File: src/rtl/doodle_pkg.sv
// Shared types and default playfield geometry for the Doodle platform logic.
package doodle_pkg;

   typedef enum logic [2:0] {
      IDLE,
      INIT,
      WAIT_FRAME,
      SCROLL,
      DONE
   } state_t;

   localparam int DOODLE_SCREEN_W = 640;
   localparam int DOODLE_SCREEN_H = 480;
   localparam int DOODLE_PLAT_W   = 64;

endpackage

File: src/rtl/plat_lfsr.sv
// Free-running 10-bit Fibonacci LFSR (x^10+x^7+1) folded into [0, RANGE).
// The fold is a single subtraction, so 2*RANGE must cover the 10-bit space.
module plat_lfsr #(
   parameter int         COORD_W = 10,
   parameter logic [9:0] SEED    = 10'h2A5,
   parameter int         RANGE   = 576
) (
   input  logic               clk,
   input  logic               rst_n,
   output logic [COORD_W-1:0] rand_x
);

   localparam logic [9:0] RANGE_L = 10'(RANGE);

   logic [9:0] lfsr;

   // advance one step every clock; seed must be nonzero
   always_ff @(posedge clk or negedge rst_n) begin
      if (!rst_n) lfsr <= SEED;
      else        lfsr <= {lfsr[8:0], lfsr[9] ^ lfsr[6]};
   end

   // fold the raw state into the legal x range
   always_comb begin
      rand_x = COORD_W'((lfsr < RANGE_L) ? lfsr : (lfsr - RANGE_L));
   end

endmodule

File: src/rtl/platform_scroller.sv
// Platform layout builder and per-frame vertical scroller. One slot is
// touched per clock in INIT and SCROLL; frames arriving mid-pass queue once.
module platform_scroller
   import doodle_pkg::*;
#(
   parameter int         NUM_PLAT    = 15,
   parameter int         COORD_W     = 10,
   parameter int         SCREEN_W    = DOODLE_SCREEN_W,
   parameter int         SCREEN_H    = DOODLE_SCREEN_H,
   parameter int         PLAT_W      = DOODLE_PLAT_W,
   parameter int         SCROLL_LINE = 200,
   parameter int         MAX_DY      = 15,
   parameter logic [9:0] LFSR_SEED   = 10'h2A5
) (
   input  logic                              Clk,
   input  logic                              Reset_n,
   input  logic                              frame_clk,
   input  logic                              start,
   input  logic [COORD_W-1:0]                doodle_y,
   input  logic signed [COORD_W-1:0]         doodle_vy,
   output logic [NUM_PLAT-1:0][COORD_W-1:0]  plat_x,
   output logic [NUM_PLAT-1:0][COORD_W-1:0]  plat_y,
   output logic [NUM_PLAT-1:0]               plat_valid,
   output logic                              busy,
   output logic                              refresh_en,
   output logic [7:0]                        displacement,
   output logic [15:0]                       score,
   output logic                              overrun
);

   localparam int                IDX_W   = (NUM_PLAT > 1) ? $clog2(NUM_PLAT) : 1;
   localparam logic [IDX_W-1:0]  LAST    = IDX_W'(NUM_PLAT - 1);
   localparam int                ROW_GAP = SCREEN_H / NUM_PLAT;

   state_t               state, state_nxt;
   logic [IDX_W-1:0]     idx, idx_nxt;
   logic [2:0]           fsync;
   logic                 frame_evt;
   logic                 pending;
   logic [COORD_W-1:0]   dy, dy_calc;
   logic signed [COORD_W:0] vy_neg;
   logic [COORD_W:0]     sum;
   logic                 wrap;
   logic [COORD_W-1:0]   rand_x;

   plat_lfsr #(
      .COORD_W (COORD_W),
      .SEED    (LFSR_SEED),
      .RANGE   (SCREEN_W - PLAT_W)
   ) u_lfsr (
      .clk    (Clk),
      .rst_n  (Reset_n),
      .rand_x (rand_x)
   );

   // two-flop synchronizer plus a history flop for rising-edge detect
   always_ff @(posedge Clk or negedge Reset_n) begin
      if (!Reset_n) fsync <= '0;
      else          fsync <= {fsync[1:0], frame_clk};
   end
   assign frame_evt = fsync[1] & ~fsync[2];

   // scroll amount: only upward motion above the scroll line moves the field
   always_comb begin
      vy_neg  = -$signed({doodle_vy[COORD_W-1], doodle_vy});
      dy_calc = '0;
      if (doodle_y < COORD_W'(SCROLL_LINE) && doodle_vy[COORD_W-1]) begin
         if (vy_neg > $signed((COORD_W+1)'(MAX_DY))) dy_calc = COORD_W'(MAX_DY);
         else                                        dy_calc = vy_neg[COORD_W-1:0];
      end
      sum  = {1'b0, plat_y[idx]} + {1'b0, dy};
      wrap = (sum >= (COORD_W+1)'(SCREEN_H));
   end

   // state and slot-index register
   always_ff @(posedge Clk or negedge Reset_n) begin
      if (!Reset_n) begin
         state <= IDLE;
         idx   <= '0;
      end else begin
         state <= state_nxt;
         idx   <= idx_nxt;
      end
   end

   // next-state logic; start overrides everything
   always_comb begin
      state_nxt = state;
      idx_nxt   = idx;
      if (start) begin
         state_nxt = INIT;
         idx_nxt   = '0;
      end else begin
         case (state)
            IDLE: ;
            INIT: begin
               if (idx == LAST) begin
                  state_nxt = WAIT_FRAME;
                  idx_nxt   = '0;
               end else idx_nxt = idx + 1'b1;
            end
            WAIT_FRAME: begin
               if (frame_evt || pending) begin
                  state_nxt = SCROLL;
                  idx_nxt   = '0;
               end
            end
            SCROLL: begin
               if (idx == LAST) begin
                  state_nxt = DONE;
                  idx_nxt   = '0;
               end else idx_nxt = idx + 1'b1;
            end
            DONE:    state_nxt = WAIT_FRAME;
            default: state_nxt = IDLE;
         endcase
      end
   end

   assign busy       = (state == INIT) || (state == SCROLL) || (state == DONE);
   assign refresh_en = (state == DONE) && (dy != '0);

   // slot table, frame queueing and scoreboard
   always_ff @(posedge Clk or negedge Reset_n) begin
      if (!Reset_n) begin
         plat_x       <= '0;
         plat_y       <= '0;
         plat_valid   <= '0;
         score        <= '0;
         displacement <= '0;
         dy           <= '0;
         pending      <= 1'b0;
         overrun      <= 1'b0;
      end else if (start) begin
         pending <= 1'b0;
         overrun <= 1'b0;
      end else begin
         case (state)
            INIT: begin
               plat_y[idx]     <= COORD_W'(SCREEN_H - 16 - int'(idx) * ROW_GAP);
               plat_x[idx]     <= rand_x;
               plat_valid[idx] <= 1'b1;
               if (idx == LAST) score <= '0;
            end
            WAIT_FRAME: begin
               if (frame_evt || pending) begin
                  dy      <= dy_calc;
                  // a fresh edge arriving as the queued one is consumed stays queued
                  pending <= pending & frame_evt;
               end
            end
            SCROLL: begin
               if (wrap) begin
                  plat_y[idx] <= COORD_W'(sum - (COORD_W+1)'(SCREEN_H));
                  plat_x[idx] <= rand_x;
                  if (score != 16'hFFFF) score <= score + 16'd1;
               end else begin
                  plat_y[idx] <= sum[COORD_W-1:0];
               end
               if (frame_evt) begin
                  if (pending) overrun <= 1'b1;
                  else         pending <= 1'b1;
               end
            end
            DONE: begin
               displacement <= dy[7:0];
               if (frame_evt) begin
                  if (pending) overrun <= 1'b1;
                  else         pending <= 1'b1;
               end
            end
            default: ;
         endcase
      end
   end

endmodule

File: config.mk
export PLATFORM = sky130hd
export DESIGN_NAME = platform_scroller
export DESIGN_NICKNAME = d
export VERILOG_FILES = /design/src/rtl/doodle_pkg.sv /design/src/rtl/plat_lfsr.sv /design/src/rtl/platform_scroller.sv
export SDC_FILE = /design/constraint.sdc
export NUM_CORES = 1
export LEC_CHECK = 0
export CAP_MARGIN = 20
export CORE_AREA = 5 5 185 187
export CTS_CLUSTER_SIZE = 28
export DETAILED_ROUTE_END_ITERATION = 8
export DIE_AREA = 0 0 190 192
export PLACE_DENSITY = 0.82
export SLEW_MARGIN = 20
export SYNTH_ARGS = -nofsm -noshare
export SYNTH_HDL_FRONTEND = slang
export SYNTH_SLANG_ARGS = --single-unit
File: constraint.sdc
create_clock -name Clk -period 6.05 [get_ports Clk]
set_input_delay 1.5125 -clock Clk [delete_from_list [all_inputs] [get_ports Clk]]
set_output_delay 1.5125 -clock Clk [all_outputs]
set_load 0.02 [all_outputs]
==> out/metrics.csv <==
metric,value,unit
status,"complete, no violations",
Max rail drop VDD,256.1,uV
CTS resizes,0,
hpwl dp,36650,um
crit path DAT,6120,ps
post-synthesis cell area,0.01629,mm2
Die Span X,190,um
Final Hold Fails,0,
WL final,51650,um
top cell type's share of synthesized area,56.23,%
largest net degree at the start of global routing,144,
Area Overhead vs Synth,33.72,%
mux cell area share after synthesis,16.93,%
R2R Path Start,idx[0],
vias in the first global route,12946,
Least-Margin Pin Slew,1022,ps
"Worst Setup Slack, final",337.1,ps
grt ovf,0,
core box area,0.03229,mm2
utilization after layout,67.46,%
wl on met1,19850,um
pre-CTS setup slack,468.5,ps
postcts setup bufs,0,
IO buf count,362,
Compound-Gate Fraction of Synth Area,11.54,%
leak pwr,0.009688,uW
Synth Flop Type,dfrtp_1,
Worst Hold Path Cells,0,
synthesized instance count,1347,
number of synthesized flops with an enable pin,0,
Hold Crit Endpoint,fsync[2],
H-Tree Depth,2,
RSZ-0062 raised after global routing,no,
hold wc startpoint,fsync[1],
worst-path fanout max,15,
Setup TNS,0,ps
Max Slew Vio Count,0,
Rows,66,
Worst Hold Class,reg -> reg,
"area leader, netlist",dfrtp_1,
ratio of final minimum period to clock period,94.43,%
R2R Setup Slk,340,ps
Top Layer Used,met5,
number of vias per cell,5.831,
type of destination of the critical path,flip-flop,
Final ANT Viol Nets,0,
first-pass detailed-route iteration total,5,
synthesis warning total,0,
share of cells above drive strength 1,18.05,%
RR Endpoint,plat_x[35],
worst r2r path cells,12,
Syn Nets,1391,
largest family of logic cells by synthesized area,multiplexers,
WP data required,6460,ps
antenna violations before repair,2,
simple-gate area share of the yosys netlist,9.847,%
"Avg Cell Area, Syn",12.09,um2
Iter 0 DRT Violations,929,
first-pass GRT wire length,78850,um
Longest Clk Path Bufs,3,
Root Driver,clkbuf_16,
Cell Pwr Density,264.4,mW/mm2
WS Path Type,reg -> reg,
DR vias,12666,
Max-slew headroom,31.69,%
CTS Hold Bufs,0,
Setup Viol. Count Final,0,
CP startpoint kind,flip-flop,
Skew-Pair Late Insertion Delay,540,ps
Synth cell types,69,
total CTS buffers,39,
CTS sink count,371,
Initial Util,50.45,%
total global-route track usage,28.02,%
clk slew on worst S/H paths,60,ps
TritonCTS clock tree,built,
Layout Nets,1746,
die area,0.03648,mm2
routability cong.,0.9207,
worst hold margin,393.2,ps
top post-synthesis cells by area,"dfrtp_1 (56%), mux2_2 (10%), mux4_2 (5.5%), o21ai_0 (4.6%), nand2_1 (4.4%)",
XOR/XNOR Fraction of Synth Area,0.6990,%
DRC violation count after routing,0,
met2 WL,24290,um
adder-cell area share of the yosys netlist,1.582,%
met3 routed WL,5479,um
Top Ports,366,
wire per inst,23.78,um
Max Clk Rate,175.0,MHz
Max-Cap Viols,0,
Post-synth ARST share,100.0,%
Final Skew,32.09,ps
Die H,192,um
Period minus WS final,5713,ps
Synth Register Bits,371,
"Seq/Total Area, Yosys",57.03,%
[synth_stat cells (4+ instances only)]
master	number
a211oi_1	5
o211ai_1	10
inv_1	19
a31o_2	5
nand3_1	25
nor2_1	43
nor3b_1	4
o21ai_1	11
mux2_2	144
xor2_1	5
mux2i_1	12
or4_1	4
ha_1	19
a21oi_1	36
nand4_1	5
xnor2_1	8
mux2_1	9
a31oi_1	13
nor2b_1	4
a22o_1	11
or3_1	4
nand2b_1	8
buf_2	9
a21o_1	16
o21ai_0	150
clkbuf_1	66
mux4_2	40
nand2_1	191
o31ai_1	11
dfrtp_1	366
nor3_1	8
and3_1	7
and2_1	9
nor2_8	7
dfstp_2	5
[stage by stage]
step / power (uW) / std cells / cell area, um2
floorplan: 2974 / 1347 / 16290
global placement: 3294 / 2103 / 20440
detailed placement: 3308 / 2103 / 20440
CTS: 5795 / 2171 / 21780
global route: 5953 / 2171 / 21780
finish: 5758 / 2172 / 21780
[layout by cell type, fill, tap and decap left out, types with 6 or more instances in the layout]
cell type and n:
dfrtp_1 364, clkdlybuf4s50_1 361, nand2_1 191, o21ai_0 148
mux2_2 144, nor2_1 43, mux4_2 40, clkbuf_16 40
a21oi_1 36, buf_4 28, nand3_1 25, inv_1 19
ha_1 19, a21o_1 16, o21ai_1 13, a31oi_1 13
mux2i_1 12, a22o_1 11, o31ai_1 11, o211ai_1 10
and2_1 9, mux2_1 9, nand2b_1 8, xnor2_1 8
nor3_1 8, and3_1 7, nor2_8 7, clkinv_2 7
clkbuf_8 6
[power by group]
part | internal (uW) | switching, uW
combinational | 264 | 372
clock | 1500 | 993
sequential | 2560 | 72.2
[layer usage]
| layer | global-route usage, % | vias to the layer above |
|---|---|---|
| met1 | 35.22 | 6369 |
| met5 | 0 | - |
| met2 | 45.63 | 623 |
| met4 | 9.905 | 2 |
| met3 | 9.560 | 122 |
| li1 | - | 5550 |
[flip-flops by register name (all words and copies together), names as in the netlist]
signal        flops
plat_x          150
plat_y          150
score            16
plat_valid       15
dy               10
u_lfsr.lfsr      10
displacement      8
idx               4
fsync             3
state             3
overrun           1
pending           1
[worst max-delay path by stage]
stage / startpoint / endpoint / slack (ps)
final: idx[0] / plat_x[35] / 340
after global routing: idx[0] / plat_x[44] / 160
after CTS: idx[0] / plat_x[10] / 420
after detailed placement: idx[0] / plat_x[10] / 470
after global placement: idx[0] / plat_x[28] / 460
after floorplan: idx[0] / plat_x[60] / 530
[layout make-up]
cell class	count	area, um2
diodes	1	2.502
clock buffers	51	1102
clock inverters	17	234.0
fillers	2329	10510
inverters	19	71.32
multi-input cells	878	6628
flip-flops and latches	371	9293
well taps	442	553.0
repair buffers	393	3899
[logic make-up (layout without fill, tap and decap cells)]
logic type | count (synthesis) | in the layout
buffers and inverters | 98 | 480
muxes | 206 | 206
DFF | 371 | 371
and+or+nand+nor | 335 | 335
AOI/OAI and AO/OA | 304 | 304
adders and majority gates | 20 | 20
other | 0 | 1
xor gates and xnor gates | 13 | 13
[worst max-delay path, stage by stage, from the launching register on]
cell and delay [ps]:
dfrtp_2 690, buf_4 270, mux4_2 550, mux4_2 520, fa_1 500, a211oi_1 460
o21ai_0 200, xor2_1 240, ha_1 310, a41oi_2 300, o31a_1 500, a21o_1 610
mux2_2 420
(Power assumes the default switching activity.)
